### config.mk
export PLATFORM = sky130hd
export DESIGN_NAME = mii_tx_lane_framer_flat
export DESIGN_NICKNAME = d
export VERILOG_FILES = /design/src/rtl/mii_tx_lane_framer_if.sv /design/src/rtl/mii_tx_lane_framer.sv /design/src/flat_wrapper.sv
export SDC_FILE = /design/constraint.sdc
export NUM_CORES = 1
export LEC_CHECK = 0
export ABC_AREA = 1
export BUFFER_PORTS_ARGS = -buffer_cell sky130_fd_sc_hd__buf_4
export CORE_ASPECT_RATIO = 0.9
export CORE_MARGIN = 1.5
export CORE_UTILIZATION = 48
export CTS_CLUSTER_SIZE = 25
export DETAILED_ROUTE_END_ITERATION = 6
export HOLD_SLACK_MARGIN = 0.06
export PLACE_DENSITY = 0.83
export SETUP_SLACK_MARGIN = 0.1
export SYNTH_ARGS = -nofsm -noshare
export SYNTH_HDL_FRONTEND = slang
export SYNTH_SLANG_ARGS = --single-unit
export TNS_END_PERCENT = 1
### constraint.sdc
create_clock -name clk -period 3.4 [get_ports clk]
set_clock_uncertainty 0.05 [all_clocks]
set_input_delay 0.17 -clock clk [delete_from_list [all_inputs] [get_ports clk]]
set_output_delay 0.17 -clock clk [all_outputs]
set_load 0.03 [all_outputs]
### src/rtl/mii_tx_lane_framer_if.sv
// Beat stream from the MAC frame generator into mii_tx_lane_framer.
// The optional i_err sideband exists only when MII_TX_ERR_EN is defined.
interface mii_tx_lane_framer_if #(
    parameter int LANES = 8
);
    logic [8*LANES-1:0] i_data;
    logic [LANES-1:0]   i_keep;
    logic               i_valid;
    logic               i_last;
    logic               o_ready;
`ifdef MII_TX_ERR_EN
    logic               i_err;

    modport master (output i_data, i_keep, i_valid, i_last, i_err, input o_ready);
    modport slave  (input i_data, i_keep, i_valid, i_last, i_err, output o_ready);
`else
    modport master (output i_data, i_keep, i_valid, i_last, input o_ready);
    modport slave  (input i_data, i_keep, i_valid, i_last, output o_ready);
`endif
endinterface

### src/rtl/mii_tx_lane_framer.sv
// LANES-byte MII/XGMII-style transmit framer: start/preamble/SFD, terminate, IFG, underrun coding, stats.
// Define MII_TX_ERR_EN to add the i_err sideband that error-codes the data lanes of an accepted beat.
module mii_tx_lane_framer #(
    parameter int LANES     = 8,
    parameter int IFG_BYTES = 12,
    parameter int MIN_FRAME = 64
) (
    input  logic                 clk,
    input  logic                 i_rst_n,
    mii_tx_lane_framer_if.slave  bus,
    output logic [8*LANES-1:0]   o_txd,
    output logic [LANES-1:0]     o_txc,
    output logic                 o_busy,
    output logic                 o_runt,
    output logic                 o_underrun,
    output logic [31:0]          o_frame_cnt
);
    localparam int PRE_BEATS = 8 / LANES;
    localparam int IFG_BEATS = (IFG_BYTES + LANES - 1) / LANES;
    localparam int IFG_LAST  = (IFG_BEATS > 0) ? IFG_BEATS - 1 : 0;

    localparam logic [7:0] C_IDLE  = 8'h07;
    localparam logic [7:0] C_START = 8'hFB;
    localparam logic [7:0] C_PRE   = 8'h55;
    localparam logic [7:0] C_SFD   = 8'hD5;
    localparam logic [7:0] C_TERM  = 8'hFD;
    localparam logic [7:0] C_ERR   = 8'hFE;

    if (LANES != 1 && LANES != 2 && LANES != 4 && LANES != 8) begin : g_lanes_check
        $error("mii_tx_lane_framer: LANES must be 1, 2, 4 or 8");
    end

    typedef enum logic [2:0] {ST_IDLE, ST_PREAMBLE, ST_DATA, ST_TERM, ST_IFG} state_t;

    state_t              state, state_nxt;
    logic [2:0]          pre_cnt;
    logic [15:0]         ifg_cnt;
    logic [15:0]         byte_cnt;
    logic [31:0]         k;
    logic                keep_run;
    logic                full_last;
    logic                accept;
    logic                data_err;
    logic [16:0]         cnt_add;
    logic [15:0]         cnt_sat;
    logic [31:0]         pre_base;
    logic                runt_last;
    logic [8*LANES-1:0]  txd_nxt;
    logic [LANES-1:0]    txc_nxt;
    logic                runt_nxt, underrun_nxt, term_nxt;

`ifdef MII_TX_ERR_EN
    assign data_err = bus.i_err;
`else
    assign data_err = 1'b0;
`endif

    assign accept    = (state == ST_DATA) && bus.i_valid;
    assign bus.o_ready = (state == ST_DATA);
    assign o_busy    = (state != ST_IDLE);
    assign full_last = (k == 32'(LANES));
    assign cnt_add   = {1'b0, byte_cnt} + 17'(LANES);
    assign cnt_sat   = cnt_add[16] ? 16'hFFFF : cnt_add[15:0];
    assign runt_last = (32'(byte_cnt) + k) < 32'(MIN_FRAME);
    assign pre_base  = 32'(pre_cnt) * 32'(LANES);

    // Leading ones of i_keep; anything above the first zero is ignored.
    always_comb begin
        k = '0;
        keep_run = 1'b1;
        for (int unsigned n = 0; n < LANES; n++) begin
            if (keep_run && bus.i_keep[n]) k = k + 32'd1;
            else                           keep_run = 1'b0;
        end
    end

    always_ff @(posedge clk or negedge i_rst_n) begin
        if (!i_rst_n) state <= ST_IDLE;
        else          state <= state_nxt;
    end

    always_comb begin
        state_nxt = state;
        unique case (state)
            ST_IDLE:     if (bus.i_valid) state_nxt = ST_PREAMBLE;
            ST_PREAMBLE: if (pre_cnt == 3'(PRE_BEATS - 1)) state_nxt = ST_DATA;
            ST_DATA:     if (accept && bus.i_last) state_nxt = full_last ? ST_TERM : ST_IFG;
            ST_TERM:     state_nxt = ST_IFG;
            ST_IFG:      if (ifg_cnt == 16'(IFG_LAST)) state_nxt = ST_IDLE;
            default:     state_nxt = ST_IDLE;
        endcase
    end

    always_ff @(posedge clk or negedge i_rst_n) begin
        if (!i_rst_n) begin
            pre_cnt  <= '0;
            ifg_cnt  <= '0;
            byte_cnt <= '0;
        end else begin
            pre_cnt <= (state == ST_PREAMBLE) ? pre_cnt + 3'd1 : '0;
            ifg_cnt <= (state == ST_IFG) ? ifg_cnt + 16'd1 : '0;
            if (state == ST_PREAMBLE)                        byte_cnt <= '0;
            else if (accept && (!bus.i_last || full_last))   byte_cnt <= cnt_sat;
        end
    end

    always_comb begin
        txd_nxt      = {LANES{C_IDLE}};
        txc_nxt      = '1;
        runt_nxt     = 1'b0;
        underrun_nxt = 1'b0;
        term_nxt     = 1'b0;
        unique case (state)
            ST_PREAMBLE: begin
                for (int unsigned n = 0; n < LANES; n++) begin
                    if (pre_base + n == 32'd0)      txd_nxt[8*n +: 8] = C_START;
                    else if (pre_base + n == 32'd7) txd_nxt[8*n +: 8] = C_SFD;
                    else                            txd_nxt[8*n +: 8] = C_PRE;
                    txc_nxt[n] = (pre_base + n == 32'd0);
                end
            end
            ST_DATA: begin
                if (!bus.i_valid) begin
                    txd_nxt      = {LANES{C_ERR}};
                    underrun_nxt = 1'b1;
                end else begin
                    // A full last beat codes like a mid-frame beat; its terminate follows in ST_TERM.
                    for (int unsigned n = 0; n < LANES; n++) begin
                        if (!bus.i_last || full_last || n < k) begin
                            txd_nxt[8*n +: 8] = data_err ? C_ERR : bus.i_data[8*n +: 8];
                            txc_nxt[n]        = data_err;
                        end else if (n == k) begin
                            txd_nxt[8*n +: 8] = C_TERM;
                        end
                    end
                    if (bus.i_last && !full_last) begin
                        runt_nxt = runt_last;
                        term_nxt = 1'b1;
                    end
                end
            end
            ST_TERM: begin
                txd_nxt[7:0] = C_TERM;
                runt_nxt     = 32'(byte_cnt) < 32'(MIN_FRAME);
                term_nxt     = 1'b1;
            end
            default: ;
        endcase
    end

    always_ff @(posedge clk or negedge i_rst_n) begin
        if (!i_rst_n) begin
            o_txd       <= {LANES{C_IDLE}};
            o_txc       <= '1;
            o_runt      <= 1'b0;
            o_underrun  <= 1'b0;
            o_frame_cnt <= '0;
        end else begin
            o_txd       <= txd_nxt;
            o_txc       <= txc_nxt;
            o_runt      <= runt_nxt;
            o_underrun  <= underrun_nxt;
            o_frame_cnt <= o_frame_cnt + 32'(term_nxt);
        end
    end
endmodule

### src/flat_wrapper.sv
// flat-port wrapper written by rule: the top's interface ports become plain ports
module mii_tx_lane_framer_flat 
#(
    parameter int LANES     = 8,
    parameter int IFG_BYTES = 12,
    parameter int MIN_FRAME = 64
)
  (clk, i_rst_n, o_txd, o_txc, o_busy, o_runt, o_underrun, o_frame_cnt, bus_i_data, bus_i_keep, bus_i_valid, bus_i_last, bus_o_ready);
  mii_tx_lane_framer_if #(.LANES(LANES)) bus_i ();
  input  logic clk;
  input  logic i_rst_n;
  output logic [8*LANES-1:0] o_txd;
  output logic [LANES-1:0] o_txc;
  output logic o_busy;
  output logic o_runt;
  output logic o_underrun;
  output logic [31:0] o_frame_cnt;
  input wire logic [$bits(bus_i.i_data)-1:0] bus_i_data;
  input wire logic [$bits(bus_i.i_keep)-1:0] bus_i_keep;
  input wire logic [$bits(bus_i.i_valid)-1:0] bus_i_valid;
  input wire logic [$bits(bus_i.i_last)-1:0] bus_i_last;
  output wire logic [$bits(bus_i.o_ready)-1:0] bus_o_ready;
  assign bus_i.i_data = bus_i_data;
  assign bus_i.i_keep = bus_i_keep;
  assign bus_i.i_valid = bus_i_valid;
  assign bus_i.i_last = bus_i_last;
  assign bus_o_ready = bus_i.o_ready;
  mii_tx_lane_framer #(.LANES(LANES), .IFG_BYTES(IFG_BYTES), .MIN_FRAME(MIN_FRAME)) u_core (.clk(clk), .i_rst_n(i_rst_n), .bus(bus_i), .o_txd(o_txd), .o_txc(o_txc), .o_busy(o_busy), .o_runt(o_runt), .o_underrun(o_underrun), .o_frame_cnt(o_frame_cnt));
endmodule
### After elaboration in Yosys (flattened, before gate mapping)

Cells that the tools add are included.

| storage, ports and cells | value |
|---|---|
| flip-flop bits (word level) | 144 |
| input bits | 76 |
| output and inout port bits | 108 |

| cells by class | value |
|---|---|
| reductions and logical operators | 36 |
| eq/ne operators | 24 |
| add/sub/neg operators | 19 |
| multiplexer cells | 78 |
| order comparisons | 10 |

Operator list:

| cell | count |
|---|---|
| $logic_not 32->1 | 9 |
| $mux 8 | 32 |
| $add 32x1->32 const B | 7 |
| $eq 32x3->1 const B | 7 |
| $mux 32 | 7 |
| $eq 3x32->1 const A | 4 |
| $lt 3x32->1 const A | 4 |
| $pmux 56 s2 | 1 |
| $eq 2x32->1 const A | 2 |
| $lt 1x32->1 const A | 2 |
| $lt 2x32->1 const A | 2 |
| $mux 16 | 4 |
| $mux 64 | 1 |
| $add 16x32->32 | 1 |
| $add 32x1->32 | 1 |
| $eq 1x32->1 const A | 1 |
| $eq 32x4->1 const B | 1 |
| $lt 32x7->1 const B | 1 |
| $add 6x3->7 const B | 4 |
| $pmux 8 s3 | 1 |
| $mux 1 | 22 |
| $mux 3 | 6 |
| $add 16x4->17 const B | 1 |
| $add 16x1->16 const B | 1 |
| 20 further kinds | 45 |

### Depth between registers and ports, before layout

| depth | value |
|---|---|
| word-level depth | 22 |
| gate-level depth with buffers | 39 |
| depth with buffers taken out | 39 |

### Worst setup path before layout

No wires, ideal clock.

| path | value |
|---|---|
| path kind | input -> register |
| start | in bus_i_keep[0] |
| end | reg u_core.o_frame_cnt[26] |
| arrival time | 4.774 ns |
| slack | -1.504 ns |
| cell stages on the path | 38 |
| data required time | 3.270 ns |
| path through | nand2_2 -> inv_1 -> ha_1 -> nor2_1 -> nor2_1 -> ha_1 -> nand3_1 -> nand2_1 -> ha_1 -> nand2_1 -> nand2_1 -> ha_1 -> nand2_1 -> nand2_1 -> ha_1 -> inv_1 -> nor2_2 -> inv_1 -> [2 not listed] -> nand2_1 -> nor2_1 -> nand2_1 -> nand2_2 -> inv_2 -> a21oi_1 -> inv_1 -> ha_1 -> ha_1 -> nand3_1 -> nor3_1 -> nand4_1 -> nor4_1 -> nand2_1 -> nor4_1 -> nand3_1 -> nor3_1 -> xor2_1 |

| on the way | value |
|---|---|
| longest elaborated chain between the ends | 22 |
| elaborated cells on any way between the ends | 36 |
| those cells by class | add/sub: 8; eq/ne: 1; mux: 18; reduce/logical: 9 |

Ends and longest elaborated chain:

| element | line | source |
|---|---|---|
| from (decl) | flat_wrapper.sv:19 | `input wire logic [$bits(bus_i.i_keep)-1:0] bus_i_keep;` |
| $mux 1 | mii_tx_lane_framer.sv:72 | `if (keep_run && bus.i_keep[n]) k = k + 32'd1;` |
| $add 32x1->32 / $logic_and 1x1->1 (equally long branches) | mii_tx_lane_framer.sv:72 |  |
| $mux 32 / $mux 1 (equally long branches) | mii_tx_lane_framer.sv:72 |  |
| $add 32x1->32 / $logic_and 1x1->1 (equally long branches) | mii_tx_lane_framer.sv:72 |  |
| $mux 32 / $mux 1 (equally long branches) | mii_tx_lane_framer.sv:72 |  |
| $add 32x1->32 / $logic_and 1x1->1 (equally long branches) | mii_tx_lane_framer.sv:72 |  |
| $mux 32 / $mux 1 (equally long branches) | mii_tx_lane_framer.sv:72 |  |
| $add 32x1->32 / $logic_and 1x1->1 (equally long branches) | mii_tx_lane_framer.sv:72 |  |
| [6 not listed] | n/a |  |
| $mux 32 (*) | mii_tx_lane_framer.sv:72 |  |
| $eq 32x4->1 (*) | mii_tx_lane_framer.sv:61 | `assign full_last = (k == 32'(LANES));` |
| $logic_not 1->1 (*) | mii_tx_lane_framer.sv:136 | `if (bus.i_last && !full_last) begin` |
| $logic_and 1x1->1 (*) | mii_tx_lane_framer.sv:136 |  |
| $mux 1 (*) | mii_tx_lane_framer.sv:136 |  |
| $mux 1 (*) | mii_tx_lane_framer.sv:123 | `if (!bus.i_valid) begin` |
| $pmux 1 s2 (*) | mii_tx_lane_framer.sv:113 | `unique case (state)` |
| $add 32x1->32 (*) | mii_tx_lane_framer.sv:163 | `o_frame_cnt <= o_frame_cnt + 32'(term_nxt);` |
| to (signal assigned) | mii_tx_lane_framer.sv:163 |  |
| to (decl) | mii_tx_lane_framer.sv:16 | `output logic [31:0] o_frame_cnt` |

Every way passes the cells marked *; elsewhere a longest branch is shown, timed or not.
A chain may end at the register's enable or synchronous reset.

### Worst setup path in the final report

| path | value |
|---|---|
| start | in bus_i_keep[2] |
| end | reg u_core.o_frame_cnt[26] |

| on the way | value |
|---|---|
| longest elaborated chain between the ends | 19 |
| elaborated cells on any way between the ends | 29 |
| those cells by class | add/sub: 6; eq/ne: 1; mux: 14; reduce/logical: 8 |

Ends and longest elaborated chain:

| element | line |
|---|---|
| $logic_and 1x1->1 (*) | mii_tx_lane_framer.sv:72 |
| $mux 32 / $mux 1 (equally long branches) | mii_tx_lane_framer.sv:72 |
| $add 32x1->32 / $logic_and 1x1->1 (equally long branches) | mii_tx_lane_framer.sv:72 |
| $mux 32 / $mux 1 (equally long branches) | mii_tx_lane_framer.sv:72 |
| $add 32x1->32 / $logic_and 1x1->1 (equally long branches) | mii_tx_lane_framer.sv:72 |
| $mux 32 / $mux 1 (equally long branches) | mii_tx_lane_framer.sv:72 |
| $add 32x1->32 / $logic_and 1x1->1 (equally long branches) | mii_tx_lane_framer.sv:72 |
| $mux 32 / $mux 1 (equally long branches) | mii_tx_lane_framer.sv:72 |
| [3 not listed] | n/a |
| $mux 32 (*) | mii_tx_lane_framer.sv:72 |
| $eq 32x4->1 (*) | mii_tx_lane_framer.sv:61 |
| $logic_not 1->1 (*) | mii_tx_lane_framer.sv:136 |
| $logic_and 1x1->1 (*) | mii_tx_lane_framer.sv:136 |
| $mux 1 (*) | mii_tx_lane_framer.sv:136 |
| $mux 1 (*) | mii_tx_lane_framer.sv:123 |
| $pmux 1 s2 (*) | mii_tx_lane_framer.sv:113 |
| $add 32x1->32 (*) | mii_tx_lane_framer.sv:163 |

Marks and branches as above.

==> out/qor.csv <==
stage,metric,value,unit
critical_path,FF-to-FF End,u_core.o_frame_cnt[26]$_DFF_PN0_,
floorplanning,DIE WIDTH,133,um
critical_path,FF-to-FF Start,u_core.state[1]$_DFFE_PN0P_,
routing,routed wire length,31700,um
timing,Slew @ Worst Pin,1050,ps
hold_path,Hold Path Depth,3,
floorplanning,die height,120,um
routing,post-DR wirelength/cell,21.9,um
cts,Root Driver,clkbuf_16,
timing,Final Hold Viols,0,
timing,Final Cycle Share,149,%
timing,Worst Slack Setup Final,-1670,ps
critical_path,flop-to-flop setup slack,-480,ps
logic_synthesis,post-synth cell types,45,
critical_path,Critical path buffers and inverters,6,
critical_path,CP peak stage delay,300,ps
grt,vias in the first global route,7966,
critical_path,CP most frequent cell,nand2_2,
floorplanning,area of the die,15900,um2
critical_path,CP Launch Type,input pin,
hold_path,Min-Delay Startpoint,bus_i_data[49],
floorplanning,IO Count,184,
floorplanning,Initial Util,49.3,%
cts,CTS Sinks,142,
grt,initial antenna violation count,1,
cts,H-Tree Depth,4,
hold_path,Hold Crit Class,in2reg,
timing,endpoints failing setup,88,
final_layout,# fillers,753,
run,max_cap viols,0,
cts,Worst-path clk slew,70,ps
cts,CTS tree,yes,
final_layout,Non-Filler Instances,1446,
final_layout,FF/Latch Area,3590,um2
grt,met2 Track Usage GR,55.7,%
critical_path,CP Data Arrival Time,5350,ps
critical_path,"Data required, critical path",3680,ps
floorplanning,num rows,42,
cts,number of CTS-inserted buffers,17,
final_layout,final net count,1329,
placement,Post-DP HPWL,15500,um
grt,met1 Use GR,38.9,%
logic_synthesis,Synth warnings,0,
logic_synthesis,Synth Area per Inst,8.23,um2
critical_path,crit-path leading delay family,simple AND/OR/NAND/NOR gates,
routing,# DRC,2,
cts,Clock Latency Late Sink,440,ps
timing,minimum clock period,5070,ps
timing,hold_ws,49.7,ps
logic_synthesis,Synth Instances,885,
grt,most crowded layer after global routing,met2,
floorplanning,CORE AREA,14800,um2
placement,RD Place Congestion,0.941,
critical_path,CP max FO,3,
final_layout,Multi-input gate area,3600,um2
final_layout,layout cell share with drive strength beyond 1,36.9,%
timing,fmax,197,MHz
grt,GRT Util Overall,33.2,%
routing,Initial DRC Count,1062,
routing,post-DR vias/cell,5.92,
grt,grt total ovfl,0,
grt,first-pass GRT wire length,41100,um
routing,ANT nets after route,0,
timing,fin. max-slew vios,0,
hold_path,hold endpoint,u_core.o_txd[49]$_DFF_PN1_,
logic_synthesis,synthesized area,7280,um2
routing,total number of vias,8554,
grt,largest net degree at the start of global routing,96,
grt,Global Route met3 Usage,7.69,%
critical_path,nature of the critical path endpoint,flop,
status,status,finished with violations,
status,violated checks,"DRC, setup timing",
pwr,P_leak,0.00573,uW
logic_synthesis,sequential area share after synthesis,49.3,%
critical_path,Worst Reg2Reg Path Length in Cells,19,
placement,Cells after DPL,1329,
critical_path,Crit-path slowest cell,ha_4,
logic_synthesis,synthesized flop and latch total,142,
placement,PortBufs,183,
routing,drt pass-1 iters,7,
critical_path,kind of critical path,in2reg,
pwr,power density over the cells,578,nW/um2
placement,Place WS,-1920,ps
pwr,worst vdd ir,0.474,mV
cts,maximum clock path buffer count,2,
final_layout,P&R area growth vs syn,56.4,%
timing,Slew headroom,30.0,%
timing,RSZ-0062 raised after global routing,true,
==> routing by layer <==
metal	vias to the layer above	routed length (um)
met5	-	0
met4	0	2750
met3	279	3380
met2	766	14500
met1	3957	11100
li1	3552	-
==> layout make-up <==
class                      instances  area share, %
multi-input combinational        590           31.7
timing repair buffer             347           25.1
inverter                         136           4.57
sequential                       142           31.6
clock inverter                    15           1.14
clock buffer                      17           3.74
antenna                            1         0.0220
tap                              198           2.18
==> Yosys cell counts (all sizes together) <==
library cell / count / area, um2
xor2: 32 / 280
nand3b: 2 / 15.0
xnor2: 5 / 43.8
or2: 2 / 12.5
o21a: 2 / 15.0
nor3b: 2 / 15.0
conb: 1 / 3.75
inv: 136 / 510
nor4: 11 / 68.8
ha: 19 / 238
nor3: 28 / 145
nor2: 98 / 414
buf: 6 / 38.8
a31oi: 9 / 62.6
nand3: 57 / 303
nand4: 16 / 106
o21ai: 53 / 284
o31ai: 2 / 15.0
a41oi: 2 / 17.5
dfstp: 32 / 841
a31o: 2 / 17.5
o2111ai: 2 / 17.5
clkbuf: 13 / 48.8
o22ai: 2 / 12.5
a21oi: 44 / 235
a41o: 1 / 10.0
nand2: 196 / 758
dfrtp: 110 / 2750
==> cell families (layout without fill, tap and decap cells) <==
| family | after synthesis | in the layout | share of synthesized area (%) |
|---|---|---|---|
| compound gates | 119 | 119 | 9.43 |
| xor+xnor | 37 | 37 | 4.45 |
| fa+ha+maj | 19 | 19 | 3.26 |
| buf+inv | 155 | 515 | 8.21 |
| flops | 142 | 142 | 49.3 |
| other cells | 1 | 4 | 0.0515 |
| simple gates | 412 | 412 | 25.2 |
==> power breakdown <==
group / internal [uW] / switching, uW / total, uW
clock: 957 / 834 / 1790
combinational: 832 / 1690 / 2520
sequential: 2070 / 198 / 2270
total: 3860 / 2720 / 6580
==> placed cells by master, fill, tap and decap left out, types with 7 or more instances in the layout <==
cell type and count:
nand2_2 18, dlygate4sd3_1 64, a31oi_1 7, nand3_4 7, buf_4 262, nor2_1 78, xor2_1 31, dfstp_2 32
ha_1 14, nor4_1 7, nand4_1 15, nand2_1 172, o21ai_1 13, inv_2 15, a21oi_2 7, nand3_1 45
dfrtp_1 110, inv_1 117, nor2_4 12, o21ai_0 35, nor2_2 7, nor3_1 21, a21oi_1 35, buf_6 19
clkbuf_16 17
==> per-stage QoR <==
step	cell area, um2	total power [uW]	setup TNS, ps	utilization [%]
after floorplan	7310	3430	-28730	-
after global placement	9480	4320	-58650	64.2
after detailed placement	9480	4350	-76210	64.2
after CTS	10900	6190	-23680	73.9
after global routing	11400	6730	-54620	77.1
final	11400	6580	-38880	77.1
==> how the worst max path moves through the flow <==
stage / startpoint / endpoint / slack (ps) / cells past startpoint
after floorplan: bus_i_keep[0] / u_core.o_frame_cnt[26]$_DFF_PN0_ / -1360 / 38
after global placement: bus_i_keep[1] / u_core.o_frame_cnt[26]$_DFF_PN0_ / -1550 / 38
after detailed placement: bus_i_keep[1] / u_core.o_frame_cnt[26]$_DFF_PN0_ / -1920 / 38
after CTS: bus_i_keep[0] / u_core.o_frame_cnt[24]$_DFF_PN0_ / -1330 / 39
after global routing: bus_i_keep[2] / u_core.o_frame_cnt[26]$_DFF_PN0_ / -1910 / 39
final: bus_i_keep[2] / u_core.o_frame_cnt[26]$_DFF_PN0_ / -1670 / 39
==> sequential cells by signal (all words and copies together) (netlist names) <==
register	cells
u_core.o_txd	64
u_core.o_frame_cnt	32
u_core.ifg_cnt	16
u_core.byte_cnt	14
u_core.o_txc	8
u_core.pre_cnt	3
u_core.state	3
u_core.o_runt	1
u_core.o_underrun	1
==> worst register-to-register path: stages, from the launching register on <==
cell	delay [ps]
dfrtp_1	440
inv_1	90
nor2_1	200
inv_1	170
nor2_2	160
inv_1	100
nor2_1	220
a21oi_4	100
inv_2	110
ha_4	170
ha_4	150
nand3_4	110
nor3_4	220
nand4_1	210
nor4_4	280
nand2_2	140
nor4_4	250
nand3_2	160
nor3_2	190
xor2_1	240
==> timing repair <==
action	in CTS	in global routing
gates resized for setup	34	99
hold buffers	64	0
setup endpoints to repair	101	121
pin swaps	16	37
setup buffers	11	10
endpoints found under the hold margin	125	0
(Power assumes the default switching activity.)
